===== config.mk =====
export PLATFORM = sky130hd
export DESIGN_NAME = pipe_stage_skid
export DESIGN_NICKNAME = d
export VERILOG_FILES = /design/src/rtl/pipe_pkg.sv /design/src/rtl/pipe_stage_skid_sat_counter.sv /design/src/rtl/pipe_stage_skid.sv
export SDC_FILE = /design/constraint.sdc
export NUM_CORES = 1
export LEC_CHECK = 0
export ABC_AREA = 0
export BUFFER_PORTS_ARGS = -buffer_cell sky130_fd_sc_hd__buf_2
export CORE_ASPECT_RATIO = 1.4
export CORE_MARGIN = 5
export CORE_UTILIZATION = 45
export DETAILED_ROUTE_END_ITERATION = 10
export GPL_TIMING_DRIVEN = 0
export HOLD_SLACK_MARGIN = 0.03
export PLACE_DENSITY_LB_ADDON = 0.15
export SLEW_MARGIN = 20
export SYNTH_ARGS = -nofsm -noshare
export SYNTH_HDL_FRONTEND = slang
export SYNTH_SLANG_ARGS = --single-unit

===== constraint.sdc =====
create_clock -name clk -period 13.6 [get_ports clk]
set_input_delay 3.4 -clock clk [delete_from_list [all_inputs] [get_ports clk]]
set_output_delay 3.4 -clock clk [all_outputs]
set_load 0.01 [all_outputs]

===== src/rtl/pipe_pkg.sv =====
// pipe_pkg: shared state encoding and constants for the pipeline stage
package pipe_pkg;
    typedef enum logic [1:0] {
        EMPTY = 2'd0,
        ONE   = 2'd1,
        FULL  = 2'd2
    } state_t;
    localparam int NOP_MAX_W = 256;
    localparam logic [NOP_MAX_W-1:0] CTRL_NOP = '0;
endpackage


===== src/rtl/pipe_stage_skid_sat_counter.sv =====
// sat_counter: saturating event counter with synchronous clear
module sat_counter #(
    parameter int CNT_W = 16
) (
    input  logic             clk,
    input  logic             rst,
    input  logic             inc,
    input  logic             clr,
    output logic [CNT_W-1:0] cnt
);
    logic [CNT_W-1:0] r_cnt;
    assign cnt = r_cnt;
    // clear has priority; otherwise count up and stick at all-ones
    always_ff @(posedge clk)
        if (!rst || clr) r_cnt <= '0;
        else if (inc && ~&r_cnt) r_cnt <= r_cnt + 1'b1;
endmodule


===== src/rtl/pipe_stage_skid.sv =====
// pipe_stage_skid: valid/ready pipeline register with 2-entry skid, bubble insert and flush
module pipe_stage_skid
    import pipe_pkg::*;
#(
    parameter int CTRL_W = 10,
    parameter int DATA_W = 128,
    parameter int CNT_W  = 16
) (
    input  logic              clk,
    input  logic              rst,
    input  logic              in_valid,
    output logic              in_ready,
    input  logic [CTRL_W-1:0] in_ctrl,
    input  logic [DATA_W-1:0] in_data,
    input  logic              bubble,
    input  logic              flush,
    output logic              out_valid,
    input  logic              out_ready,
    output logic [CTRL_W-1:0] out_ctrl,
    output logic [DATA_W-1:0] out_data,
    input  logic              stat_clr,
    output logic [CNT_W-1:0]  stall_cnt,
    output logic [CNT_W-1:0]  bubble_cnt
);
    state_t            r_state;
    logic [CTRL_W-1:0] r_m_ctrl, r_s_ctrl;
    logic [DATA_W-1:0] r_m_data, r_s_data;
    logic              w_room, w_xfer, w_enq, w_stall_inc, w_bub_inc;
    logic [CTRL_W-1:0] w_ctrl;

    // ready comes only from registered occupancy, so downstream ready never reaches upstream combinationally
    assign w_room      = r_state != FULL;
    assign in_ready    = w_room & ~bubble & rst;
    assign out_valid   = r_state != EMPTY;
    assign out_ctrl    = r_m_ctrl;
    assign out_data    = r_m_data;
    assign w_xfer      = out_valid & out_ready;
    assign w_enq       = (in_valid & in_ready) | (bubble & w_room);
    assign w_ctrl      = bubble ? CTRL_NOP[CTRL_W-1:0] : in_ctrl;
    assign w_stall_inc = out_valid & ~out_ready & ~flush;
    assign w_bub_inc   = bubble & w_room & ~flush;

    // occupancy and entry storage; main is the head, skid catches the second entry
    always_ff @(posedge clk) begin
        if (!rst) begin
            r_state  <= EMPTY;
            r_m_ctrl <= '0;
            r_m_data <= '0;
        end else if (flush) begin
            r_state <= EMPTY;
        end else begin
            case (r_state)
                EMPTY: if (w_enq) begin
                    r_state  <= ONE;
                    r_m_ctrl <= w_ctrl;
                    r_m_data <= in_data;
                end
                ONE: if (w_enq && w_xfer) begin
                    r_m_ctrl <= w_ctrl;
                    r_m_data <= in_data;
                end else if (w_enq) begin
                    r_state  <= FULL;
                    r_s_ctrl <= w_ctrl;
                    r_s_data <= in_data;
                end else if (w_xfer) begin
                    r_state <= EMPTY;
                end
                FULL: if (w_xfer) begin
                    r_state  <= ONE;
                    r_m_ctrl <= r_s_ctrl;
                    r_m_data <= r_s_data;
                end
                default: r_state <= EMPTY;
            endcase
        end
    end

    sat_counter #(.CNT_W(CNT_W)) u_stall (
        .clk (clk),
        .rst (rst),
        .inc (w_stall_inc),
        .clr (stat_clr),
        .cnt (stall_cnt)
    );

    sat_counter #(.CNT_W(CNT_W)) u_bubble (
        .clk (clk),
        .rst (rst),
        .inc (w_bub_inc),
        .clr (stat_clr),
        .cnt (bubble_cnt)
    );
endmodule


==> results of run 1 <==
cells in the final DEF, fill, tap and decap left out, types with 8 or more instances in the layout:
master / count
buf_2: 357
nand2_1: 294
dfxtp_1: 172
nand4_1: 144
o211a_1: 138
edfxtp_1: 138
clkbuf_1: 55
clkbuf_16: 30
a21oi_1: 22
buf_4: 19
or4_1: 16
o31ai_1: 14
nor2b_1: 13
diode_2: 10
nand3_1: 9
nand2b_1: 8
stage by stage:
| stage | total power [uW] | hold WS (ns) | area, um^2 | worst slack, ns |
|---|---|---|---|---|
| after detailed placement | 1260 | 0.480 | 14900 | 5.29 |
| final | 2010 | 0.492 | 15800 | 5.39 |
| after CTS | 2030 | 0.495 | 15800 | 5.27 |
| after floorplan | 1160 | 0.494 | 12700 | 3.11 |
| after global placement | 1250 | 0.476 | 14700 | -0.322 |
| after global routing | 2090 | 0.508 | 15800 | 5.22 |
power breakdown:
group          internal (uW)  total [uW]  switching, uW  leakage, uW
logic                   86.0         207            121      0.00458
registers               1010        1030           19.2      0.00266
clock network            427         777            350     0.000447
worst min-delay path by stage:
stage	start	end	slack, ns
floorplan	u_stall.cnt[11]$_SDFFE_PP0P_	u_stall.cnt[11]$_SDFFE_PP0P_	0.49
global placement	out_data[126]$_SDFFE_PN0P_	out_data[126]$_SDFFE_PN0P_	0.48
detailed placement	out_data[38]$_SDFFE_PN0P_	out_data[38]$_SDFFE_PN0P_	0.48
CTS	out_data[38]$_SDFFE_PN0P_	out_data[38]$_SDFFE_PN0P_	0.50
global route	out_data[85]$_SDFFE_PN0P_	out_data[85]$_SDFFE_PN0P_	0.51
finish	out_data[105]$_SDFFE_PN0P_	out_data[105]$_SDFFE_PN0P_	0.49
cell type report:
type	count	area (um^2)	share of cell area [%]
diodes	10	25.0	0.158
plain buffers	105	549	3.47
clock buffers	47	845	5.33
clock inverters	9	57.6	0.363
inverters	3	11.3	0.0711
multi-input cells	734	4540	28.7
flip-flops and latches	310	7590	47.9
well taps	370	463	2.92
repair buffers	322	1750	11.1
registers in the layout (all words and copies together), names as in the netlist:
register	cells
u_bubble.cnt	16
out_ctrl	10
r_s_ctrl	10
r_state	2
r_s_data	128
out_data	128
u_stall.cnt	16
critical path, cell delays in order:
cell and delay, ns:
buf_2 0.29, clkbuf_1 0.61, nor3b_1 0.31, buf_2 0.18
cell families (layout without fill, tap and decap cells):
group                    count (synthesis)  after routing  share of synthesized area [%]
AND/OR/NAND/NOR                        529            529                           21.0
multiplexers                             7              7                          0.553
AO/OA/AOI/OAI                          196            196                           14.0
flip-flops                             310            310                           59.8
buffers and inverters                  108            486                           4.42
adder cells (fa/ha/maj)                  2              2                          0.197
other                                    0             10                              0
per-layer routing:
layer  global-route usage [%]  up-vias
li1                         -     5027
met1                     28.2     5066
met2                     37.3      345
met3                     5.34       58
met4                     7.51        4
met5                        0        -
==> flow_summary.rst, run 1 <==
.. list-table::
   :header-rows: 1

   * - Metric
     - Value
   * - Total setup violations reported at the end of the flow
     - 0
   * - Total via count after detailed routing
     - 10500
   * - Pre-Repair DR Iteration Count
     - 5
   * - Initial antenna violation count
     - 11
   * - Fill cell count
     - 2524
   * - Worst reg-to-reg path cell count
     - 7
   * - Element type at the critical path start
     - input pin
   * - Count of maximum capacitance violations
     - 0
   * - Final design utilization
     - 57.1%
   * - Pins Over Slew Limit
     - 0
   * - Worst setup path category
     - in -> out
   * - Clock Tree Root
     - clkbuf_16
   * - Status
     - complete, no violations
   * - Met3 routed wirelength
     - 2640 um
   * - Buffer depth of the longest clock path
     - 3
   * - Chip height
     - 209 um
   * - Worst vdd ir
     - 115 uV
   * - Number of buffers added on ports
     - 315
   * - Dominant cell by count in the synthesized netlist
     - nand2_1
   * - Pin count of the biggest net entering global routing
     - 27
   * - CP Capture Point
     - in_ready
   * - Post-synthesis instance total
     - 1152
   * - PwrDens
     - 127 nW/um^2
   * - Arrival time of data at the critical path endpoint
     - 4.81 ns
   * - Critical register-to-register path startpoint
     - r_state[1]$_SDFFE_PP0P_
   * - Fmax
     - 122 MHz
   * - Yosys synthesis warning count
     - 0
   * - Highest metal layer with signal wires
     - met5
   * - Cell area after synthesis
     - 12700 um^2
   * - Period Utilization, post-route
     - 60.4%
   * - H-tree depth
     - 1
   * - Cell leakage power
     - 0.00769 uW
   * - Crit path capture type
     - output pin
   * - Clock input transition at the sequential cells of the worst setup and hold paths
     - 0.06 ns
   * - Die area
     - 31700 um^2
   * - Total Wirelength
     - 36700 um
   * - Number of sinks handled by clock tree synthesis
     - 310
   * - Global-route wire length before repair
     - 58000 um
   * - Fraction of the yosys area taken by sequential cells
     - 59.8%
   * - Max-Slew Margin vs Limit
     - 43.4%
   * - Primary FF master, synth
     - dfxtp_1
   * - Crit path required time
     - 10.20 ns
   * - Mean area per synthesized cell
     - 11.0 um^2
   * - Clock latency on the worst-skew pair
     - 0.56 ns
   * - Initial DRC Count
     - 595
   * - RSZ-0062 raised after global routing
     - false
   * - Die X
     - 152 um
   * - Worst setup path start
     - rst
   * - Class of the tightest hold or removal check
     - reg -> reg
   * - # placed instances
     - 1844
   * - Clock skew after layout
     - 0.0121 ns
   * - Synth top area share
     - 32.7%
   * - CP max FO
     - 10
   * - TritonCTS clock tree
     - yes
   * - IO Count
     - 317
   * - Antenna Violating Nets Remaining
     - 0
   * - Drt wl/cell
     - 19.2 um
   * - Number of buffers inserted for hold repair after clock tree synthesis
     - 0
   * - Ratio of routed vias to standard cells
     - 5.50
   * - Number of buffers created by CTS
     - 30
   * - Worst-margin pin slew
     - 0.849 ns
   * - Final setup TNS
     - 0 ns
   * - Synthesis-stage register bit count
     - 310
   * - Reg2reg end
     - r_s_data[77]$_DFFE_PP_
   * - WHS Path Cells
     - 1
   * - Most area-hungry cell type in the Yosys netlist
     - edfxtp_1
   * - Count of unresolved DRC violations after routing
     - 0
   * - Top cells by count, synth
     - nand2_1 (294), dfxtp_1 (172), nand4_1 (144)
   * - Shortest clock period the worst path allows after layout
     - 8.21 ns
   * - Slack of the worst reg-to-reg path
     - 11.11 ns
   * - Area delta synth->final
     - 24.9%
   * - Detail Route met2 WL
     - 18100 um
   * - Total global routing track utilization
     - 22.2%
   * - Synth area leaders
     - edfxtp_1 (33%), dfxtp_1 (27%), o211a_1 (11%), nand2_1 (8.7%), nand4_1 (7.1%)
   * - Number of gates resized after CTS
     - 0
   * - Count of placed standard cells in the final layout, fillers left out
     - 1910
   * - Post-detailed-placement half-perimeter wirelength
     - 25900 um
   * - Fraction of layout cells with a size suffix above 1
     - 29.3%
   * - Number of unique standard cell types used by synthesis
     - 55
   * - Total routed wire length on the met1 layer
     - 15000 um
   * - Post-synth ARST share
     - 0%
   * - Post-CTS setup-driven buffer insertion count
     - 0
   * - Core region area
     - 27700 um^2
   * - Std-Cell Rows
     - 72
   * - Last weighted congestion value of the routability-driven placer
     - 0.807
   * - Remaining global-route overflow
     - 0
   * - Starting density of the core
     - 45.7%
   * - Number of enable-type register cells in the synthesized netlist
     - 138
   * - Number of global-route vias before repair
     - 10600
   * - Post-layout net count
     - 1653
   * - Final hold violation count
     - 0
   * - Synth Net Count
     - 1299
(Power assumes the default switching activity.)
==> run 2: changes to the inputs <==
Clock period 13.6 ns to 7.6 ns, I/O delays scaled along.
==> flow_summary.rst, run 2 (synthesis gave the netlist of run 1 again) <==
.. list-table::
   :header-rows: 1

   * - Metric
     - Value
   * - Commonest cells after routing, fill and taps aside
     - buf_2 (357), nand2_1 (294), dfxtp_1 (172), nand4_1 (144)
   * - Fraction of layout cells with a size suffix above 1
     - 30.0%
   * - Count of maximum capacitance violations
     - 0
   * - Post-layout net count
     - 1653
   * - Number of buffers added on ports
     - 315
   * - Pre-CTS setup slack
     - 2.42 ns
   * - Max-Slew Margin vs Limit
     - 46.0%
   * - TritonCTS clock tree
     - yes
   * - Total power of the final layout
     - 3850 uW
   * - Clock latency on the worst-skew pair
     - 0.57 ns
   * - Pin count of the biggest net entering global routing
     - 26
   * - Fill cell count
     - 2495
   * - Critical register-to-register path startpoint
     - r_state[1]$_SDFFE_PP0P_
   * - Clock skew after layout
     - 0.00781 ns
   * - Final hold violation count
     - 0
   * - Chip height
     - 209 um
   * - Worst vdd ir
     - 208 uV
   * - CP Cell Sequence
     - buf_2, clkbuf_1, nor3b_1, buf_2
   * - Die area
     - 31700 um^2
   * - Area of the multi-input gates
     - 4540 um^2
   * - Area delta synth->final
     - 26.0%
   * - Period Utilization, post-route
     - 67.4%
   * - Last weighted congestion value of the routability-driven placer
     - 0.805
   * - Cell leakage power
     - 0.00778 uW
   * - Number of global-route vias before repair
     - 10700
   * - CP max FO
     - 10
   * - Remaining global-route overflow
     - 0
   * - Status
     - complete, no violations
   * - Number of sinks handled by clock tree synthesis
     - 310
   * - Std-Cell Rows
     - 72
   * - Commonest non-fill, non-tap cell in the layout
     - buf_2
   * - Worst-margin pin slew
     - 0.810 ns
   * - Worst stage delay on the critical path
     - 0.58 ns
   * - Drt wl/cell
     - 19.6 um
   * - Total setup violations reported at the end of the flow
     - 0
   * - Crit path max-delay cell type
     - clkbuf_1
   * - Family with the most delay on the worst path
     - buffers and inverters
   * - Number of buffers inserted for hold repair after clock tree synthesis
     - 0
   * - Fmax
     - 195 MHz
   * - Arrival time of data at the critical path endpoint
     - 3.22 ns
   * - Element type at the critical path start
     - input pin
   * - Total Wirelength
     - 37300 um
   * - IO Count
     - 317
   * - Starting density of the core
     - 45.7%
   * - Pins Over Slew Limit
     - 0
   * - RSZ-0062 raised after global routing
     - false
   * - Total global routing track utilization
     - 22.5%
   * - Number of buffers created by CTS
     - 31
   * - Initial DRC Count
     - 574
   * - Post-detailed-placement half-perimeter wirelength
     - 26000 um
   * - CP bufs+invs
     - 3
   * - Count of unresolved DRC violations after routing
     - 0
   * - Worst setup path start
     - rst
   * - Worst setup path category
     - in -> out
   * - Global-route wire length before repair
     - 59000 um
   * - Startpoint of the most critical hold path
     - out_data[97]$_SDFFE_PN0P_
   * - Buffer depth of the longest clock path
     - 3
   * - Core region area
     - 27700 um^2
   * - Total via count after detailed routing
     - 10600
   * - Pre-Repair DR Iteration Count
     - 5
   * - H-tree depth
     - 1
   * - Class of the tightest hold or removal check
     - reg -> reg
   * - Flip-flop and latch area
     - 7590 um^2
   * - Clock Tree Root
     - clkbuf_16
   * - Post-CTS setup-driven buffer insertion count
     - 0
   * - Number of gates resized after CTS
     - 0
   * - Smallest setup slack after layout
     - 2.48 ns
   * - Die X
     - 152 um
   * - Crit path required time
     - 5.70 ns
   * - PwrDens
     - 241 nW/um^2
   * - Initial antenna violation count
     - 8
   * - Most common cell on crit path
     - buf_2
   * - Shortest clock period the worst path allows after layout
     - 5.12 ns
   * - Ratio of routed vias to standard cells
     - 5.56
   * - Crit path capture type
     - output pin
   * - Clock input transition at the sequential cells of the worst setup and hold paths
     - 0.06 ns
   * - Antenna Violating Nets Remaining
     - 0
==> run 2: cell types whose count changed in the layout (fill, tap and decap cells not counted), sizes merged <==
cell and delta:
buf -1, bufinv +4, clkbuf -6, clkinv +1
clkinvlp +1, diode -6, inv +2
==> run 2: final cells by class <==
class,instances,share of cell area [%]
Clock buffer,41,5.68
Tap cell,370,2.90
Inverter,3,0.0705
Clock inverter,17,1.23
Antenna cell,4,0.0626
Sequential cell,310,47.5
Timing Repair Buffer,321,10.7
Multi-Input combinational cell,734,28.4
Buffer,105,3.44
==> run 2: power breakdown <==
group | internal [uW] | switching [uW]
clock | 977 | 665
combinational | 153 | 217
sequential | 1810 | 33.8
total | 2940 | 916
==> run 2: through the flow <==
step           std cells  setup TNS, ns  hold WS (ns)  instance area (um^2)  utilization, %
2_1_floorplan       1152              0         0.494                 12700               -
3_3_place_gp        1837        -181.79         0.464                 14700            53.1
3_5_place_dp        1843              0         0.473                 14900            53.6
4_1_cts             1901              0         0.492                 16000            57.5
5_1_grt             1905              0         0.510                 16000            57.6
6_report            1905              0         0.491                 16000            57.6
==> run 2: final timing paths <==
kind	endpoint	slack, ns	cells past startpoint
worst max register to register	r_s_data[66]$_DFFE_PP_	5.39	5
worst min-delay path	out_data[97]$_SDFFE_PN0P_	0.49	1
worst min register to register	out_data[97]$_SDFFE_PN0P_	0.49	1
worst max-delay path	in_ready	2.48	4
==> run 2: metal layers <==
metal | wire length, um | track usage, % | up-vias
met5 | 48 | 0 | -
met4 | 1200 | 8.13 | 8
met3 | 2890 | 6.13 | 73
met2 | 18200 | 37.8 | 371
met1 | 15000 | 27.8 | 5107
li1 | - | - | 5040
==> run 3: changes to the inputs <==
Clock period 7.6 ns to 4.85 ns, I/O delays scaled along.
==> flow_summary.rst, run 3 (synthesis gave the netlist of run 1 again) <==
.. list-table::
   :header-rows: 1

   * - Metric
     - Value
   * - Worst vdd ir
     - 265 uV
   * - Final design utilization
     - 57.7%
   * - Startpoint of the most critical hold path
     - out_data[16]$_SDFFE_PN0P_
   * - Arrival time of data at the critical path endpoint
     - 2.60 ns
   * - Remaining global-route overflow
     - 0
   * - Post-layout net count
     - 1652
   * - Antenna Violating Nets Remaining
     - 0
   * - CP Cell Sequence
     - buf_2, clkbuf_1, nor3b_1, buf_2
   * - Fill cell count
     - 2506
   * - Starting density of the core
     - 45.7%
   * - Clock skew after layout
     - 0.0134 ns
   * - Max-Slew Margin vs Limit
     - 49.0%
   * - Std-Cell Rows
     - 72
   * - Pin count of the biggest net entering global routing
     - 27
   * - Fraction of layout cells with a size suffix above 1
     - 29.8%
   * - Fmax
     - 262 MHz
   * - Number of global-route vias before repair
     - 10600
   * - Most common cell on crit path
     - buf_2
   * - Last weighted congestion value of the routability-driven placer
     - 0.817
   * - Number of buffers created by CTS
     - 30
   * - Crit path capture type
     - output pin
   * - Clock input transition at the sequential cells of the worst setup and hold paths
     - 0.06 ns
   * - Count of unresolved DRC violations after routing
     - 0
   * - Critical register-to-register path startpoint
     - r_state[1]$_SDFFE_PP0P_
   * - Chip height
     - 209 um
   * - Commonest non-fill, non-tap cell in the layout
     - buf_2
   * - Total via count after detailed routing
     - 10500
   * - Die area
     - 31700 um^2
   * - Ratio of routed vias to standard cells
     - 5.52
   * - Total setup violations reported at the end of the flow
     - 0
   * - Drt wl/cell
     - 19.3 um
   * - Design Area, Final
     - 16000 um^2
   * - Cell leakage power
     - 0.00777 uW
   * - RSZ-0062 raised after global routing
     - false
   * - Initial DRC Count
     - 642
   * - Final setup TNS
     - 0 ns
   * - Crit path required time
     - 3.64 ns
   * - Routing usage on met3
     - 5.55%
   * - Clock Tree Root
     - clkbuf_16
   * - Hold slack final
     - 0.492 ns
   * - Total Wirelength
     - 36700 um
   * - Die X
     - 152 um
   * - Worst setup path start
     - rst
   * - Pre-Repair DR Iteration Count
     - 5
   * - Class of the tightest hold or removal check
     - reg -> reg
   * - Buffer depth of the longest clock path
     - 3
   * - Number of sinks handled by clock tree synthesis
     - 310
   * - Number of buffers inserted for hold repair after clock tree synthesis
     - 0
   * - Area delta synth->final
     - 26.2%
   * - Final hold violation count
     - 0
   * - Element type at the critical path start
     - input pin
   * - Core region area
     - 27700 um^2
   * - Pins Over Slew Limit
     - 0
   * - Count of maximum capacitance violations
     - 0
   * - Shortest clock period the worst path allows after layout
     - 3.81 ns
   * - Initial antenna violation count
     - 12
   * - Worst stage delay on the critical path
     - 0.63 ns
   * - Worst-margin pin slew
     - 0.765 ns
   * - Post-detailed-placement half-perimeter wirelength
     - 26100 um
   * - Area post-placement
     - 14900 um^2
   * - Worst setup path category
     - in -> out
   * - CP max FO
     - 10
   * - H-tree depth
     - 1
   * - Clock latency on the worst-skew pair
     - 0.56 ns
   * - Number of buffers added on ports
     - 315
   * - Number of gates resized after CTS
     - 0
   * - PwrDens
     - 377 nW/um^2
   * - IO Count
     - 317
   * - Status
     - complete, no violations
   * - Period Utilization, post-route
     - 78.6%
   * - Total global routing track utilization
     - 22.2%
   * - Global-route wire length before repair
     - 58300 um
   * - Met1 Usage GRT
     - 28.2%
   * - GRT Max-Usage Layer
     - met2
   * - Post-CTS setup-driven buffer insertion count
     - 0
   * - TritonCTS clock tree
     - yes
   * - Crit path max-delay cell type
     - clkbuf_1
   * - Met2 track demand over resource
     - 37.5%
   * - Commonest cells after routing, fill and taps aside
     - buf_2 (357), nand2_1 (294), dfxtp_1 (172), nand4_1 (144)
[run 3: worst paths after layout]
path,depth (start not counted),endpoint,slack (ns)
worst max-delay path,4,in_ready,1.04
worst min-delay path,1,out_data[16]$_SDFFE_PN0P_,0.49
worst max register to register,6,r_s_data[42]$_DFFE_PP_,2.47
worst min register to register,1,out_data[16]$_SDFFE_PN0P_,0.49
[run 3: power by group]
part           switching [uW]  internal (uW)
clock                    1010           1560
combinational             339            241
sequential               51.3           2830
[run 3: through the flow]
step	std cells	setup WS [ns]	power (uW)
2_1_floorplan	1152	0.421	3240
3_3_place_gp	1837	-0.909	3510
3_5_place_dp	1843	1.01	3520
4_1_cts	1899	0.991	6090
5_1_grt	1906	0.895	6250
6_report	1906	1.04	6030
[run 3: worst max-delay path, delay by kind of cell]
kind	cells	cell delay [ns]
buf+inv	3	1.11
simple gates	1	0.27
[run 3: area by class of cell]
class / count / area [um^2] / area share [%]
flip-flops and latches: 310 / 7590 / 47.4
multi-input cells: 734 / 4540 / 28.4
repair buffers: 321 / 1730 / 10.8
clock buffers: 36 / 846 / 5.29
plain buffers: 105 / 549 / 3.43
well taps: 370 / 463 / 2.89
clock inverters: 20 / 256 / 1.60
diodes: 7 / 17.5 / 0.109
inverters: 3 / 11.3 / 0.0704
[run 3: per-layer routing]
metal  share of wire, %  vias up  wire length [um]
li1                   -     5027                 -
met1                 40     5041             14800
met2                 49      392             18000
met3                8.0       58              2920
met4                2.5       10               935
met5               0.15        -                56
